`config.mk`:
```
export PLATFORM = sky130hd
export DESIGN_NAME = mips_cpu_store_rmw
export DESIGN_NICKNAME = d
export VERILOG_FILES = /design/src/rtl/store_rmw_pkg.sv /design/src/rtl/mips_cpu_store_rmw_byte_lane_merge.sv /design/src/rtl/mips_cpu_store_rmw.sv
export SDC_FILE = /design/constraint.sdc
export NUM_CORES = 1
export LEC_CHECK = 0
export ABC_CLOCK_PERIOD_IN_PS = 2050
export CAP_MARGIN = 20
export CORE_UTILIZATION = 44
export CTS_CLUSTER_SIZE = 14
export DETAILED_ROUTE_END_ITERATION = 12
export PLACE_DENSITY = 0.87
export SETUP_SLACK_MARGIN = 0.1
export SKIP_LAST_GASP = 1
export SLEW_MARGIN = 20
export SYNTH_ARGS = -nofsm -noshare
export SYNTH_HDL_FRONTEND = slang
export SYNTH_HIERARCHICAL = 1
export SYNTH_SLANG_ARGS = --single-unit
```
`constraint.sdc`:
```
create_clock -name clk -period 2.05 [get_ports clk]
set_clock_uncertainty 0.15 [all_clocks]
set_input_delay 0.3075 -clock clk [delete_from_list [all_inputs] [get_ports clk]]
set_output_delay 0.3075 -clock clk [all_outputs]
set_load 0.02 [all_outputs]
```
`src/rtl/store_rmw_pkg.sv`:
```
// Shared types, size codes and lane-mask helper for the sub-word store engine.
package store_rmw_pkg;

  // Store engine FSM states.
  typedef enum logic [1:0] {
    ST_IDLE  = 2'd0,
    ST_READ  = 2'd1,
    ST_WRITE = 2'd2
  } state_t;

  // req_size encodings: log2 of the store size in bytes.
  localparam logic [1:0] SZ_BYTE  = 2'd0;
  localparam logic [1:0] SZ_HALF  = 2'd1;
  localparam logic [1:0] SZ_WORD  = 2'd2;
  localparam logic [1:0] SZ_DWORD = 2'd3;

  // Widest data path the helper supports (1024-bit bus = 128 lanes).
  localparam int MAX_LANES = 128;
  localparam int MAX_OFS_W = 7;

  // Little-endian lane mask: (1<<size) contiguous lanes starting at lane ofs.
  // Callers cast the result down to their own lane count.
  function automatic logic [MAX_LANES-1:0] lane_mask(input logic [1:0]           size,
                                                     input logic [MAX_OFS_W-1:0] ofs);
    logic [3:0]           nbytes;
    logic [MAX_LANES-1:0] base;
    nbytes = 4'd1 << size;
    base   = (MAX_LANES'(1) << nbytes) - MAX_LANES'(1);
    return base << ofs;
  endfunction

endpackage

```
`src/rtl/mips_cpu_store_rmw_byte_lane_merge.sv`:
```
// Per-lane byte merge: selected lanes take the new byte, the rest keep the old byte.
module byte_lane_merge #(
  parameter int DATA_W = 32
) (
  input  logic [DATA_W-1:0]   old_i,
  input  logic [DATA_W-1:0]   new_i,
  input  logic [DATA_W/8-1:0] mask_i,
  output logic [DATA_W-1:0]   merged_o
);

  genvar gi;
  generate
    for (gi = 0; gi < DATA_W/8; gi++) begin : g_lane
      // One mux per byte lane.
      assign merged_o[gi*8 +: 8] = mask_i[gi] ? new_i[gi*8 +: 8] : old_i[gi*8 +: 8];
    end
  endgenerate

endmodule

```
`src/rtl/mips_cpu_store_rmw.sv`:
```
// Sub-word store engine for the MIPS datapath. Performs byte/half/word/dword
// stores against a single-port memory with wait-request. Sub-word stores use a
// read-modify-write unless STORE_RMW_BYTEENABLE_EN is defined, in which case
// every store is a single masked write. stall freezes the PC/register file
// while a store is in flight. All outputs are registered.
module mips_cpu_store_rmw
  import store_rmw_pkg::*;
#(
  parameter int DATA_W = 32,
  parameter int ADDR_W = 32
) (
  input  logic                clk,
  input  logic                reset,
  input  logic                clk_enable,
  input  logic                req_valid,
  output logic                req_ready,
  input  logic [1:0]          req_size,
  input  logic [ADDR_W-1:0]   req_addr,
  input  logic [DATA_W-1:0]   req_wdata,
  output logic                stall,
  output logic                done,
  output logic                err,
  output logic [ADDR_W-1:0]   mem_address,
  output logic                mem_read,
  output logic                mem_write,
  output logic [DATA_W/8-1:0] mem_byteenable,
  output logic [DATA_W-1:0]   mem_writedata,
  input  logic [DATA_W-1:0]   mem_readdata,
  input  logic                mem_waitrequest
);

  localparam int LANES = DATA_W / 8;
  localparam int OFS_W = $clog2(LANES);

`ifdef STORE_RMW_BYTEENABLE_EN
  localparam bit BE_MODE = 1'b1;
`else
  localparam bit BE_MODE = 1'b0;
`endif

  state_t              state_q, state_d;
  logic                req_ready_q, req_ready_d;
  logic                stall_q, stall_d;
  logic                done_q, done_d;
  logic                err_q, err_d;
  logic                mem_read_q, mem_read_d;
  logic                mem_write_q, mem_write_d;
  logic [ADDR_W-1:0]   mem_address_q, mem_address_d;
  logic [DATA_W-1:0]   mem_writedata_q, mem_writedata_d;
  logic [LANES-1:0]    mem_byteenable_q, mem_byteenable_d;
  // Latched, lane-aligned store data and its lane mask for the RMW write.
  logic [DATA_W-1:0]   wdata_q, wdata_d;
  logic [LANES-1:0]    mask_q, mask_d;

  // Request decode.
  logic [OFS_W-1:0]    req_ofs;
  logic [LANES-1:0]    req_mask;
  logic [DATA_W-1:0]   req_shifted;
  logic [2:0]          align_bits;
  logic                req_misaligned;
  logic                req_size_bad;
  logic                req_bad;
  logic                req_full;
  logic                req_direct;
  logic                req_accept;

  // Merge results: direct write (zero background) and RMW write (read background).
  logic [DATA_W-1:0]   merged_req;
  logic [DATA_W-1:0]   merged_rmw;

  assign req_ofs        = req_addr[OFS_W-1:0];
  assign req_mask       = LANES'(lane_mask(req_size, MAX_OFS_W'(req_ofs)));
  assign req_shifted    = req_wdata << {req_ofs, 3'b000};
  assign align_bits     = 3'((4'd1 << req_size) - 4'd1);
  assign req_misaligned = |(req_addr[2:0] & align_bits);
  assign req_size_bad   = int'(req_size) > OFS_W;
  assign req_bad        = req_misaligned || req_size_bad;
  assign req_full       = int'(req_size) == OFS_W;
  assign req_direct     = req_full || BE_MODE;
  assign req_accept     = req_valid && req_ready_q;

  // Unselected lanes of a direct write are zero; for a full-width store every
  // lane is selected so this is simply the request data.
  byte_lane_merge #(.DATA_W(DATA_W)) u_merge_req (
    .old_i    ('0),
    .new_i    (req_shifted),
    .mask_i   (req_mask),
    .merged_o (merged_req)
  );

  // RMW: new bytes over the word returned by the read.
  byte_lane_merge #(.DATA_W(DATA_W)) u_merge_rmw (
    .old_i    (mem_readdata),
    .new_i    (wdata_q),
    .mask_i   (mask_q),
    .merged_o (merged_rmw)
  );

  // State and registered outputs; clk_enable low freezes everything.
  always_ff @(posedge clk or negedge reset) begin
    if (!reset) begin
      state_q          <= ST_IDLE;
      req_ready_q      <= 1'b1;
      stall_q          <= 1'b0;
      done_q           <= 1'b0;
      err_q            <= 1'b0;
      mem_read_q       <= 1'b0;
      mem_write_q      <= 1'b0;
      mem_address_q    <= '0;
      mem_writedata_q  <= '0;
      mem_byteenable_q <= '0;
      wdata_q          <= '0;
      mask_q           <= '0;
    end else if (clk_enable) begin
      state_q          <= state_d;
      req_ready_q      <= req_ready_d;
      stall_q          <= stall_d;
      done_q           <= done_d;
      err_q            <= err_d;
      mem_read_q       <= mem_read_d;
      mem_write_q      <= mem_write_d;
      mem_address_q    <= mem_address_d;
      mem_writedata_q  <= mem_writedata_d;
      mem_byteenable_q <= mem_byteenable_d;
      wdata_q          <= wdata_d;
      mask_q           <= mask_d;
    end
  end

  // Next-state: direct stores skip READ; strobes advance only when accepted.
  always_comb begin
    state_d = state_q;
    unique case (state_q)
      ST_IDLE: begin
        if (req_accept && !req_bad) begin
          state_d = req_direct ? ST_WRITE : ST_READ;
        end
      end
      ST_READ: begin
        if (!mem_waitrequest) state_d = ST_WRITE;
      end
      ST_WRITE: begin
        if (!mem_waitrequest) state_d = ST_IDLE;
      end
      default: state_d = ST_IDLE;
    endcase
  end

  // Next values of the registered outputs; bus fields hold while a strobe waits.
  always_comb begin
    req_ready_d      = (state_d == ST_IDLE);
    stall_d          = (state_d != ST_IDLE);
    done_d           = 1'b0;
    err_d            = 1'b0;
    mem_read_d       = mem_read_q;
    mem_write_d      = mem_write_q;
    mem_address_d    = mem_address_q;
    mem_writedata_d  = mem_writedata_q;
    mem_byteenable_d = mem_byteenable_q;
    wdata_d          = wdata_q;
    mask_d           = mask_q;
    unique case (state_q)
      ST_IDLE: begin
        if (req_accept) begin
          if (req_bad) begin
            err_d = 1'b1;
          end else begin
            mem_address_d = {req_addr[ADDR_W-1:OFS_W], {OFS_W{1'b0}}};
            wdata_d       = req_shifted;
            mask_d        = req_mask;
            if (req_direct) begin
              mem_write_d      = 1'b1;
              mem_writedata_d  = merged_req;
              mem_byteenable_d = BE_MODE ? req_mask : '1;
            end else begin
              mem_read_d = 1'b1;
            end
          end
        end
      end
      ST_READ: begin
        if (!mem_waitrequest) begin
          mem_read_d       = 1'b0;
          mem_write_d      = 1'b1;
          mem_writedata_d  = merged_rmw;
          mem_byteenable_d = '1;
        end
      end
      ST_WRITE: begin
        if (!mem_waitrequest) begin
          mem_write_d = 1'b0;
          done_d      = 1'b1;
        end
      end
      default: begin
        mem_read_d  = 1'b0;
        mem_write_d = 1'b0;
      end
    endcase
  end

  assign req_ready      = req_ready_q;
  assign stall          = stall_q;
  assign done           = done_q;
  assign err            = err_q;
  assign mem_address    = mem_address_q;
  assign mem_read       = mem_read_q;
  assign mem_write      = mem_write_q;
  assign mem_byteenable = mem_byteenable_q;
  assign mem_writedata  = mem_writedata_q;

endmodule

```
After elaboration in Yosys (flattened, before gate mapping)
Index checks and enable logic that the tools add are counted.
W data, S select, Z words.
Operators by class
  $add $sub $neg: 2
  magnitude comparators: 1
  eq/ne operators: 9
  shifts and indexed selects: 4
  multiplexer cells: 38
  bitwise gates (word level): 3
  reductions and logical operators: 13
Operators with widths (number)
  $mux W32: 4
  $shl A1 B4 Y128 const A: 1
  $shl A128 B2 Y4: 1
  $sub A128 B2 Y128 const B: 1
  $mux W8: 8
  $pmux W32 S2: 1
  $shl A32 B5 Y32: 1
  $reduce_and A6 Y1: 3
  $mux W4: 4
  $mux W1: 13
  $ne A2 B2 Y1 const B: 6
  $mux W2: 4
  $pmux W4 S2: 1
  $pmux W1 S3: 2
  $pmux W2 S3: 1
  $eq A2 B2 Y1 const B: 2
  $logic_not A2 Y1: 2
  $reduce_and A4 Y1: 1
  $reduce_bool A2 Y1: 2
  $shl A1 B2 Y4 const A: 1
  $and A3 B3 Y3: 1
  $reduce_or A3 Y1: 1
  $sub A3 B1 Y3 const B: 1
  $eq A2 B1 Y1 const B: 1
  5 further kinds: 7
Storage, ports and cells
  register bits: 110
  output and inout port bits: 74

Logic depth before layout (Yosys ltp)
Gate-level depths: netlist (run 1).
  depth after elaboration: 10
  mapped depth: 10
  mapped depth without buffers: 9

Modules after synthesis
The synthesis (run 1) kept the hierarchy.
By module, submodules not included
  mips_cpu_store_rmw: instances 1, cells an instance 439, area each 5207.5 um^2, sequential area each 2678.8 um^2
  byte_lane_merge: instances 2, cells an instance 36, area each 525.5 um^2, sequential area each 0.0 um^2

Worst setup path before layout (run 1)
Ideal clock, no wire load.
  path kind: input to register
  start point: input req_size[1]
  end point: register wdata_q[24]
  arrival: 2.157 ns
  slack: -0.385 ns
  cell stages on the path: 9
  path buffers: 2
  cells stage by stage: nor2_1 > inv_1 > ha_1 > nor2b_1 > or4b_4 > nor2_4 > buf_6 > buf_8 > mux2_1
Between the ends
  word-level cells in the longest chain between the ends: 7
RTL lines
  start, declared: line mips_cpu_store_rmw.sv:17  | input logic [1:0] req_size,
  $shl A1 B2 Y4: line mips_cpu_store_rmw.sv:74  | assign align_bits = 3'((4'd1 << req_size) - 4'd1);
  $sub A3 B1 Y3: line mips_cpu_store_rmw.sv:74
  $and A3 B3 Y3: line mips_cpu_store_rmw.sv:75  | assign req_misaligned = |(req_addr[2:0] & align_bits);
  $reduce_or A3 Y1: line mips_cpu_store_rmw.sv:75
  $logic_or A1 B1 Y1 *: line mips_cpu_store_rmw.sv:77  | assign req_bad = req_misaligned || req_size_bad;
  $not A1 Y1 (no line) *
  $reduce_and A4 Y1 (no line) *
  end signal, assigned: line mips_cpu_store_rmw.sv:125  | wdata_q <= wdata_d;
  end, declared: line mips_cpu_store_rmw.sv:52  | logic [DATA_W-1:0] wdata_q, wdata_d;
Mark *: on every way between the ends. The rest lies on a longest branch, timed or not.
A chain may end at the register's enable or synchronous reset.

Final worst setup path (run 1)
  start point: register req_ready_q (netlist: req_ready)
  end point: register mask_q[0]
Between the ends
  word-level cells in the longest chain between the ends: 2
RTL lines
  start, declared: line mips_cpu_store_rmw.sv:42  | logic req_ready_q, req_ready_d;
  start signal, assigned: line mips_cpu_store_rmw.sv:116  | req_ready_q <= req_ready_d;
  $logic_and A1 B1 Y1: line mips_cpu_store_rmw.sv:80  | assign req_accept = req_valid && req_ready_q;
  $reduce_and A4 Y1 (no line)
  end signal, assigned: line mips_cpu_store_rmw.sv:126  | mask_q <= mask_d;
  end, declared: line mips_cpu_store_rmw.sv:53  | logic [LANES-1:0] mask_q, mask_d;
Every way passes these cells.

==> results of run 1 <==
area by class of cell:
type,count,area (µm²)
timing repair buffer,248,2674
multi-input combinational,386,3651
sequential,107,2679
clock inverter,7,98.84
fill,938,4309
clock buffer,9,225.2
inverter,5,18.77
tap,180,225.2
state kept, by name (all words and copies together), names as in the netlist, 2 cells and up:
| register | cells |
|---|---|
| mem_writedata | 32 |
| mask_q | 4 |
| mem_address | 30 |
| wdata_q | 32 |
| state_q | 2 |
stage by stage:
| stage | setup WS [ps] | cell area, µm² | hold slack, ps |
|---|---|---|---|
| finish | -172.7 | 9572 | 161.1 |
| global route | -221.0 | 9572 | 176.2 |
| CTS | -154.0 | 9125 | 200.5 |
| detailed placement | -945.2 | 8509 | 56.52 |
| global placement | -866.9 | 8509 | 49.99 |
| floorplan | -252.7 | 6424 | -138.1 |
tightest hold or removal path, stage by stage:
cell,delay (ps)
buf_6,110
nand2b_1,80
a22o_1,140
kinds of logic after synthesis:
family | Yosys count | synth area share, %
flip-flops | 107 | 42.80
adder cells (fa/ha/maj) | 4 | 0.7598
AND/OR/NAND/NOR | 61 | 5.238
buffers and inverters | 51 | 5.538
multiplexers | 180 | 35.87
other | 1 | 0.05992
AO/OA/AOI/OAI | 107 | 9.736
synthesized netlist by cell type, drive strengths merged:
library cell    n
nor2           15
o21a            1
dfrtp         106
a211oi          8
conb            1
clkbuf          9
nand2b          4
nor4            2
maj3            1
nor2b          12
or4b            1
ha              3
a2bb2oi         1
o31ai           1
a21oi          73
or3b            1
mux2          132
o211ai          2
or2             1
inv             5
a22o            2
a22oi           4
o41ai           1
nor3            3
nand2          12
and2            9
mux2i          48
dfstp           1
or3             1
buf            37
o21ai          14
power groups by stage:
stage	logic, mW	clock network [mW]	registers [mW]
floorplan	2.34	0	4.45
global placement	4.94	0	3.81
detailed placement	5.06	0	3.89
CTS	5.19	1.95	3.87
global route	5.86	2.04	4.02
finish	5.55	1.93	3.91
worst max path at each step:
stage | depth (start not counted) | slack [ps] | end
2_1_floorplan | 9 | -250 | wdata_q[24]
3_3_place_gp | 9 | -870 | mem_address[10]
3_5_place_dp | 9 | -950 | mem_address[17]
4_1_cts | 6 | -150 | wdata_q[1]
5_1_grt | 6 | -220 | wdata_q[1]
6_report | 6 | -170 | mask_q[0]
routing by layer:
metal | part of all wire (%) | track usage [%] | wire length [µm]
met1 | 40 | 29.06 | 7497
met2 | 50 | 41.29 | 9303
met3 | 7.0 | 6.626 | 1306
met4 | 2.5 | 10.26 | 467
met5 | 0.048 | 0 | 9
layout by cell type, fill, tap and decap left out, drive strengths merged, types with 2 or more instances in the layout:
| cell | count |
|---|---|
| nand2 | 12 |
| clkinv | 2 |
| inv | 7 |
| mux2i | 48 |
| ha | 3 |
| a22oi | 4 |
| a22o | 2 |
| bufinv | 2 |
| dlygate4sd2 | 2 |
| clkbuf | 14 |
| a211oi | 8 |
| nand2b | 4 |
| dfrtp | 106 |
| o21ai | 14 |
| nor2 | 15 |
| conb | 34 |
| nor3 | 3 |
| a21oi | 73 |
| o211ai | 2 |
| nor2b | 12 |
| buf | 71 |
| and2 | 9 |
| mux2 | 132 |
| nor4 | 2 |
| clkdlybuf4s50 | 168 |
what timing repair did:
action	CTS	global route
pin swaps	2	12
gates resized for setup	32	73
cloned	6	6
endpoints found under the hold margin	51	0
setup endpoints to repair	105	101
hold buffers	1	0
setup buffers	11	6
==> summary.md, run 1 <==
| Metric | Value |
|---|---|
| Status | `finished with violations` |
| Failing checks | `setup timing` |
| First-pass iteration count of the detailed router | `6` |
| Tmin final | `2223 ps` |
| Worst path max stage delay | `540 ps` |
| Combinational share of power | `48.8%` |
| Clk slew on worst S/H paths | `70 ps` |
| Finished Core Util | `68.96%` |
| RSZ-0062 raised after global routing | `true` |
| Fin nets | `863` |
| Top cell type's share of synthesized area | `42.38%` |
| #FFs+latches synth | `107` |
| Flop-to-flop setup slack | `-170 ps` |
| WS Path Type | `register to register` |
| Crit start category | `register` |
| Switching portion of total power | `34.79%` |
| Count of pins over their slew limit | `0` |
| CTS root buf | `clkbuf_16` |
| Row count | `43` |
| Synth Area per Inst | `12.25 µm²` |
| CP delay by family, top | `simple AND/OR/NAND/NOR gates` |
| HPWL Detailed | `12.40 mm` |
| Hold_sp | `req_size[1]` |
| Initial Util | `45.09%` |
| CTS tree | `built` |
| Initial antenna violation count | `1` |
| Peak Freq | `0.4499 GHz` |
| PwrDens | `1190 nW/µm²` |
| Worst Setup Slack, final | `-172.7 ps` |
| Hold path cells | `3` |
| Fin crit share | `108.4%` |
| Layout cell share with drive strength beyond 1 | `32.68%` |
| I/O pins | `177` |
| Max-cap violations | `0` |
| Worst slew pin tran | `535.6 ps` |
| Core area | `13880 µm²` |
| Slew HR | `64.29%` |
| Post-DR wirelength/cell | `19.73 µm` |
| Die height | `121.3 µm` |
| Netlist cell types | `39` |
| R2R cell count | `6` |
| Total number of vias | `5017` |
| RD Place Congestion | `0.8651` |
| Residual DRC | `0` |
| Synth area leaders | `dfrtp_1, mux2_4, mux2_2, mux2i_1, a21oi_1` |
| Routed Antenna Nets | `0` |
| Vias/cell | `5.326` |
| Final cell count without fillers | `942` |
| Synth Warn # | `6` |
| Placed cells | `896` |
| Clock tree buffer depth | `2` |
| Inserted Diodes | `0` |
| Leak | `4.255 nW` |
| First-pass GRT wire length | `27.21 mm` |
| WP buf/inv | `2` |
| Clk sinks | `107` |
| Post-Syn Instances | `511` |
| Reg2Reg Launch Point | `req_ready` |
| Clock Latency Late Sink | `360 ps` |
| DRT iter0 DRCs | `267` |
| GRT Total Usage | `24.38%` |
| CP max stage cell | `dfstp_2` |
| Die area | `14710 µm²` |
| Cell-internal power | `7.430 mW` |
| Vias in the first global route | `5187` |
| Hold Path End | `state_q[0]` |
| Worst R2R End | `mask_q[0]` |
| Worst endpoint data arrival time | `2310 ps` |
| Register area share after synthesis | `42.80%` |
| Die X-Extent | `121.3 µm` |
| CP max FO | `10` |
| Syn-to-layout area delta | `52.94%` |
| Sequential share of power | `34.3%` |
| Hold Path Class | `primary input to register` |
| TritonCTS Buffers | `9` |
| Synth area leader | `dfrtp_1` |
| CP Capture Type | `register` |
| Setup TNS | `-8831 ps` |
| CTS H-tree depth | `3` |
| Switching power total | `3.964 mW` |
| CP Data Required Time | `2140 ps` |
| Critical Path Source | `req_ready` |
| Synthesized cell area | `6259 µm²` |
| Final WL | `18.58 mm` |
| PortBufs | `174` |
| Total design power | `11.39 mW` |
| Cells along the critical path | `nand2_2 -> or4b_4 -> nor2_4 -> buf_6 -> buf_12 -> mux2_2` |
| Largest net degree at the start of global routing | `37` |
| Grt ovf | `0` |
| Clock power frac | `16.9%` |
| Final setup viols | `67` |
| Hold Fails Final Rpt | `0` |
| Worst VDD drop | `0.8698 mV` |
(Power assumes the default switching activity.)
==> run 2, diff against run 1 <==
--- a/config.mk
+++ b/config.mk
@@ -5,10 +5,9 @@
 export SDC_FILE = /design/constraint.sdc
 export NUM_CORES = 1
 export LEC_CHECK = 0
-export ABC_CLOCK_PERIOD_IN_PS = 2050
 export CAP_MARGIN = 20
 export CORE_UTILIZATION = 44
-export CTS_CLUSTER_SIZE = 14
+export CTS_CLUSTER_SIZE = 12
 export DETAILED_ROUTE_END_ITERATION = 12
 export PLACE_DENSITY = 0.87
 export SETUP_SLACK_MARGIN = 0.1
==> results of run 2 <==
The final DEF is identical to that of run 1; final timing and power are the same.
==> run 3, diff against run 2 <==
--- a/config.mk
+++ b/config.mk
@@ -5,14 +5,13 @@
 export SDC_FILE = /design/constraint.sdc
 export NUM_CORES = 1
 export LEC_CHECK = 0
-export CAP_MARGIN = 20
-export CORE_UTILIZATION = 44
+export CORE_UTILIZATION = 49
 export CTS_CLUSTER_SIZE = 12
 export DETAILED_ROUTE_END_ITERATION = 12
-export PLACE_DENSITY = 0.87
+export PLACE_DENSITY = 0.91
 export SETUP_SLACK_MARGIN = 0.1
 export SKIP_LAST_GASP = 1
-export SLEW_MARGIN = 20
+export SLEW_MARGIN = 10
 export SYNTH_ARGS = -nofsm -noshare
 export SYNTH_HDL_FRONTEND = slang
 export SYNTH_HIERARCHICAL = 1
==> constraint.sdc (replaced) <==
create_clock -name clk -period 2.4 [get_ports clk]
set_clock_uncertainty 0.15 [all_clocks]
set_input_delay 0.36 -clock clk [delete_from_list [all_inputs] [get_ports clk]]
set_output_delay 0.36 -clock clk [all_outputs]
set_load 0.02 [all_outputs]
==> run 3 against run 2 <==
The flow now finishes without violations. Clock-buffer cell count is 6 higher. Sequential cell count did not move. First-iteration DRC count is 7.1% lower. Critical path depth increased by 5. Worst setup slack better by 190 ps. Core utilization up 7.0 points. Sequential share of layout area rose by 0.90 points. Register-to-register slack better by 270 ps. Routed wire length is 5.7% higher. Total power fell by 15%. Hold slack improved by 180 ps. Highest routed layer is now met4.
==> summary.md, run 3 (synthesis gave the netlist of run 1 again) <==
| Metric | Value |
|---|---|
| CTS H-tree depth | `3` |
| Worst R2R End | `wdata_q[8]` |
| Clock Latency Late Sink | `360 ps` |
| Clock tree buffer depth | `2` |
| DRT iter0 DRCs | `248` |
| R2R cell count | `6` |
| Largest net degree at the start of global routing | `43` |
| Total number of vias | `5027` |
| Core area | `12210 µm²` |
| Max-cap violations | `0` |
| Syn-to-layout area delta | `48.18%` |
| CTS root buf | `clkbuf_16` |
| Worst endpoint data arrival time | `2480 ps` |
| Hold path cells | `1` |
| TritonCTS Buffers | `9` |
| GRT Total Usage | `27.17%` |
| CP Data Required Time | `2500 ps` |
| Initial antenna violation count | `0` |
| Fin nets | `844` |
| Final instance area | `9274 µm²` |
| Final setup viols | `0` |
| Die X-Extent | `115.0 µm` |
| Routed Antenna Nets | `0` |
| Grt ovf | `0` |
| Residual DRC | `0` |
| CP Capture Type | `register` |
| Inserted Diodes | `0` |
| Count of pins over their slew limit | `0` |
| Final WL | `19.65 mm` |
| Row count | `40` |
| Clk sinks | `107` |
| Crit start category | `primary input` |
| PortBufs | `174` |
| Tmin final | `2382 ps` |
| Hold Path End | `stall` |
| WS Path Type | `primary input to register` |
| CP max FO | `7` |
| Leak | `4.141 nW` |
| DP Area | `8412 µm²` |
| CTS tree | `built` |
| Hold Path Class | `register to register` |
| Total design power | `9.739 mW` |
| HPWL Detailed | `12.20 mm` |
| PwrDens | `1050 nW/µm²` |
| Commonest non-fill, non-tap cell in the layout | `clkdlybuf4s50_1` |
| Initial Util | `51.25%` |
| RD Place Congestion | `0.9023` |
| First-pass iteration count of the detailed router | `5` |
| RSZ-0062 raised after global routing | `true` |
| Status | `complete, no violations` |
| Layout cell share with drive strength beyond 1 | `29.48%` |
| Flop-to-flop setup slack | `100 ps` |
| Reg2Reg Launch Point | `req_ready` |
| Die height | `115.0 µm` |
| Clk slew on worst S/H paths | `80 ps` |
| Worst slew pin tran | `620.6 ps` |
| Finished Core Util | `75.94%` |
| Hold Fails Final Rpt | `0` |
| Commonest cells after routing, fill and taps aside | `clkdlybuf4s50_1, mux2_4, dfrtp_1` |
| Worst VDD drop | `0.8184 mV` |
| Slew HR | `58.58%` |
| Hold_sp | `stall` |
| First-pass GRT wire length | `26.73 mm` |
| I/O pins | `177` |
| Vias in the first global route | `5136` |
| Hold Worst Slack | `343.0 ps` |
| Peak Freq | `0.4199 GHz` |
| Vias/cell | `5.518` |
| Die area | `13230 µm²` |
| Post-DR wirelength/cell | `21.57 µm` |
| Fin crit share | `99.23%` |
| FILL cells | `796` |
run 3: cell count changes in the layout (fill, tap and decap cells not counted), sizes merged:
cell / change
dlygate4sd2: -1
clkinv: -2
clkdlybuf4s15: -1
dlymetal6s2s: +1
bufinv: -1
clkinvlp: -1
inv: -2
buf: -19
clkbuf: +6
clkdlybuf4s50: +1
run 3: worst max-delay path by stage:
stage	start	to	slack [ps]	cells past startpoint
floorplan	req_size[1]	wdata_q[24]	40	9
global placement	req_size[1]	mem_writedata[26]	-810	10
detailed placement	req_size[1]	mem_writedata[24]	-960	10
CTS	req_size[0]	wdata_q[4]	80	11
global route	req_size[1]	wdata_q[8]	-20	11
finish	req_size[1]	wdata_q[8]	20	11
run 3: routing by layer:
metal / vias up / global-route usage [%] / routed length [µm]
met3: 32 / 5.799 / 1197
li1: 2241 / - / -
met2: 244 / 47.43 / 10230
met4: 0 / 11.26 / 444
met1: 2510 / 32.57 / 7779
met5: - / 0 / 0
run 3: critical path, cell delays in order:
cell	delay [ps]
buf_8	100
nor2_4	130
inv_2	60
buf_6	120
ha_4	260
nor2b_4	40
or4b_4	540
nor2_4	180
buf_12	180
buf_16	140
mux2_2	350
run 3: cell type report:
class	count	area (µm²)	area share, %
Tap cell	168	210.2	2.267
Sequential cell	107	2679	28.89
Timing Repair Buffer	229	2437	26.28
Multi-Input combinational cell	386	3611	38.94
Inverter	5	18.77	0.2024
Clock buffer	15	287.8	3.103
Clock inverter	1	30.03	0.3238
run 3: through the flow:
step	setup WS (ps)	TNS, ps	cells
final	18.45	0	911
after global routing	-22.97	-33.57	911
after CTS	78.95	0	898
after detailed placement	-958.5	-69490	875
after global placement	-814.7	-61700	875
after floorplan	44.47	0	544
run 3: what timing repair did:
item                                   4_1_cts  5_1_grt
endpoints found under the hold margin       40        0
cloned                                       2        7
gates resized for setup                     16       64
pin swaps                                    2        5
setup buffers                                4        6
hold buffers                                 1        0
setup endpoints to repair                  101       98
run 3: power by group:
| group | leakage [nW] | internal, mW | switching, mW | total (mW) |
|---|---|---|---|---|
| combinational | 2.66 | 2.74 | 2.00 | 4.74 |
| clock | 0.156 | 0.926 | 0.689 | 1.62 |
| sequential | 1.32 | 2.66 | 0.729 | 3.39 |
==> edit (flow settings as in run 1) <==
Change the localparam `BE_MODE` from 1'b0 to 1'b1.
--- a/src/rtl/mips_cpu_store_rmw.sv
+++ b/src/rtl/mips_cpu_store_rmw.sv
@@ -35,7 +35,7 @@
 `ifdef STORE_RMW_BYTEENABLE_EN
   localparam bit BE_MODE = 1'b1;
 `else
-  localparam bit BE_MODE = 1'b0;
+  localparam bit BE_MODE = 1'b1;
 `endif
 
   state_t              state_q, state_d;
Function: changed (Yosys sat finds a counterexample within 4 cycles, from zero or initial values and one cycle with reset low).
==> edit against run 1 <==
  * Worst hold slack got worse by 0.025 ns
  * Cell area fell by 5.8%
  * Worst setup slack improved by 0.30 ns
  * Wire length fell by 8.1%
  * Critical path depth fell by 1
  * Clock power fell by 9%
  * Maximum frequency rose by 16%
  * Count of clock-buffer cells in the layout rose by 5
  * Sequential cell count rose by 2
  * Area after synthesis fell by 2.0%
  * Power fell by 16%
  * Synthesized cell count fell by 0.98%
  * Sequential power fell by 7.7%
==> edit: results (changes against run 1) <==
Parameter                              Value

GRT
  Maximum number of pins on one net before global-route repair    46 (was 37)
  Wire length of the first global-routing pass    26900 um (was 27200 um)
  Overall routing resource usage    24.8% (was 24.4%)
  Initial antenna violation count    0 (was 1)
  Number of global-route vias before repair    5171 (was 5187)

Placement
  Placer's final routability congestion estimate    0.859 (was 0.865)
  Number of buffers added on ports    173 (was 174)
  Placed cell area    0.00846 mm^2 (was 0.00851 mm^2)
  Post-detail-place hpwl    12500 um (was 12400 um)
  Setup WS pre-CTS    -0.626 ns (was -0.945 ns)
  Cell total after placement    895 (was 896)

STA
  Worst max-slew margin expressed relative to the limit    63.9% (was 64.3%)
  Setup TNS    0 ns (was -8.83 ns)

Final layout
  Post-layout instance count excluding filler cells    924 (was 942)
  Count of antenna diodes in the layout    0 (unchanged)
  Number of fill cells in the layout    968 (was 938)
  Count of nets after finishing    850 (was 863)
  Fraction of final layout cells sized beyond drive strength 1    29.8% (was 32.7%)
  Area overhead of the layout relative to synthesis    47.1% (was 52.9%)

Clocking
  Maximum clock path buffer count    2 (unchanged)
  Insertion delay of the later-clocked pin in the worst-skew pair    0.35 ns
  CTS Buf Count    9 (unchanged)
  Clock-pin slew reported for the worst setup and hold paths after clock tree synthesis    0.07 ns (about the same)
  Root cell of the clock tree    clkbuf_16 (unchanged)
  CTS H-Tree Depth    3 (unchanged)

Worst setup path
  Stage delay of the slowest cell on the critical path    0.45 ns (was 0.54 ns)
  Slowest library cell on the worst path    dfrtp_2 (was dfstp_2)
  Data arrival time of the worst path    2.01 ns (was 2.31 ns)
  Delay-heaviest family, CP    flip-flops (was simple AND/OR/NAND/NOR gates)
  CP max FO    12 (was 10)

Synth
  Unique cell type count in the Yosys netlist    35 (was 39)
  Synth cell count leaders    108 x dfrtp_1, 67 x mux2_2, 64 x mux2_4 (was 106 x dfrtp_1, 74 x mux2_4, 73 x a21oi_1)
  Share of async-settable or async-resettable flops after synthesis    100% (unchanged)
  Count of warnings emitted by yosys    6 (unchanged)
  Post-synthesis sequential area ratio    44.5% (was 42.8%)
  Flip-flop cell with the highest count after synthesis    dfrtp_1 (unchanged)
  Number of instances in the synthesized netlist    506 (was 511)
  Leading cell types by total area after synthesis    dfrtp_1 44%, mux2_4 16%, mux2_2 12%, mux2i_1 7.8%, a21oi_1 3.7% (was dfrtp_1 42%, mux2_4 18%, mux2_2 9.0%, mux2i_1 7.7%, a21oi_1 5.8%)

Routing
  Drt initial violations    215 (was 267)
  Vias after detailed routing    4752 (was 5017)
  Total Wirelength    17100 um (was 18600 um)
  Number of search-and-repair iterations in the first detailed-routing pass    4 (was 6)

Power and ir drop
  Largest voltage drop on the vdd net    0.000760 V (was 0.000870 V)
  Relative contribution of combinational cells to total power    43.6% (was 48.8%)
  Total leakage power    3.95 nW (was 4.26 nW)
  Combinational power    0.00416 W (was 0.00555 W)
  Net switching power    0.00314 W (was 0.00396 W)
  Power in sequential cells    0.00361 W (was 0.00391 W)

Min path
  Hold WC Path Type    in -> reg (unchanged)

Outcome
  Outcome    finished, final reports clean (was finished with violations)
edit: changes by cell type after synthesis, sizes merged, moves of 2 or more:
cell    delta
a21oi     -28
a22o       -2
a22oi      -3
buf        -8
dfrtp      +2
nand2b     -3
nand3      +2
nor2      +39
nor3       -2
o211ai     -2
edit: what timing repair did:
item                                   in CTS  in global routing
setup endpoints to repair                 107                102
endpoints found under the hold margin      33                  0
resized for setup                          28                  6
pin swaps                                   2                  3
buffers inserted                            8                  1
hold buffers                                1                  0
cloned                                      5                  0
edit: cell families after synthesis:
| logic type | synth area share, % |
|---|---|
| adder cells (fa/ha/maj) | 0.796 |
| other | 0.0612 |
| multiplexers | 35.8 |
| AND/OR/NAND/NOR | 7.08 |
| flip-flops | 44.5 |
| AO/OA/AOI/OAI | 7.39 |
| buffers and inverters | 4.37 |
edit: final timing paths:
check,startpoint,end,slack [ns],depth (start not counted)
worst min register to register,err,err,0.34,2
worst min-delay path,clk_enable,state_q[1],0.14,2
worst max-delay path,state_q[1],mem_address[8],0.13,5
min in group asynchronous,reset,mem_address[7],0.31,2
worst max register to register,state_q[1],mem_address[8],0.13,5
max in group asynchronous,reset,wdata_q[30],0.73,3
edit: routing by layer:
layer | GRT usage (%) | routed length (um) | up-vias
li1 | - | - | 2226
met2 | 42.8 | 8580 | 181
met3 | 6.99 | 1360 | 28
met1 | 29.2 | 6750 | 2317
met4 | 8.75 | 392 | 0
met5 | 0 | 0 | -
edit: final cells by class:
| cell class | instances | share of cell area, % |
|---|---|---|
| multi-input combinational | 386 | 37.1 |
| clock inverter | 1 | 0.333 |
| tap | 176 | 2.44 |
| sequential | 109 | 30.3 |
| inverter | 6 | 0.250 |
| clock buffer | 14 | 2.93 |
| timing repair buffer | 232 | 26.7 |
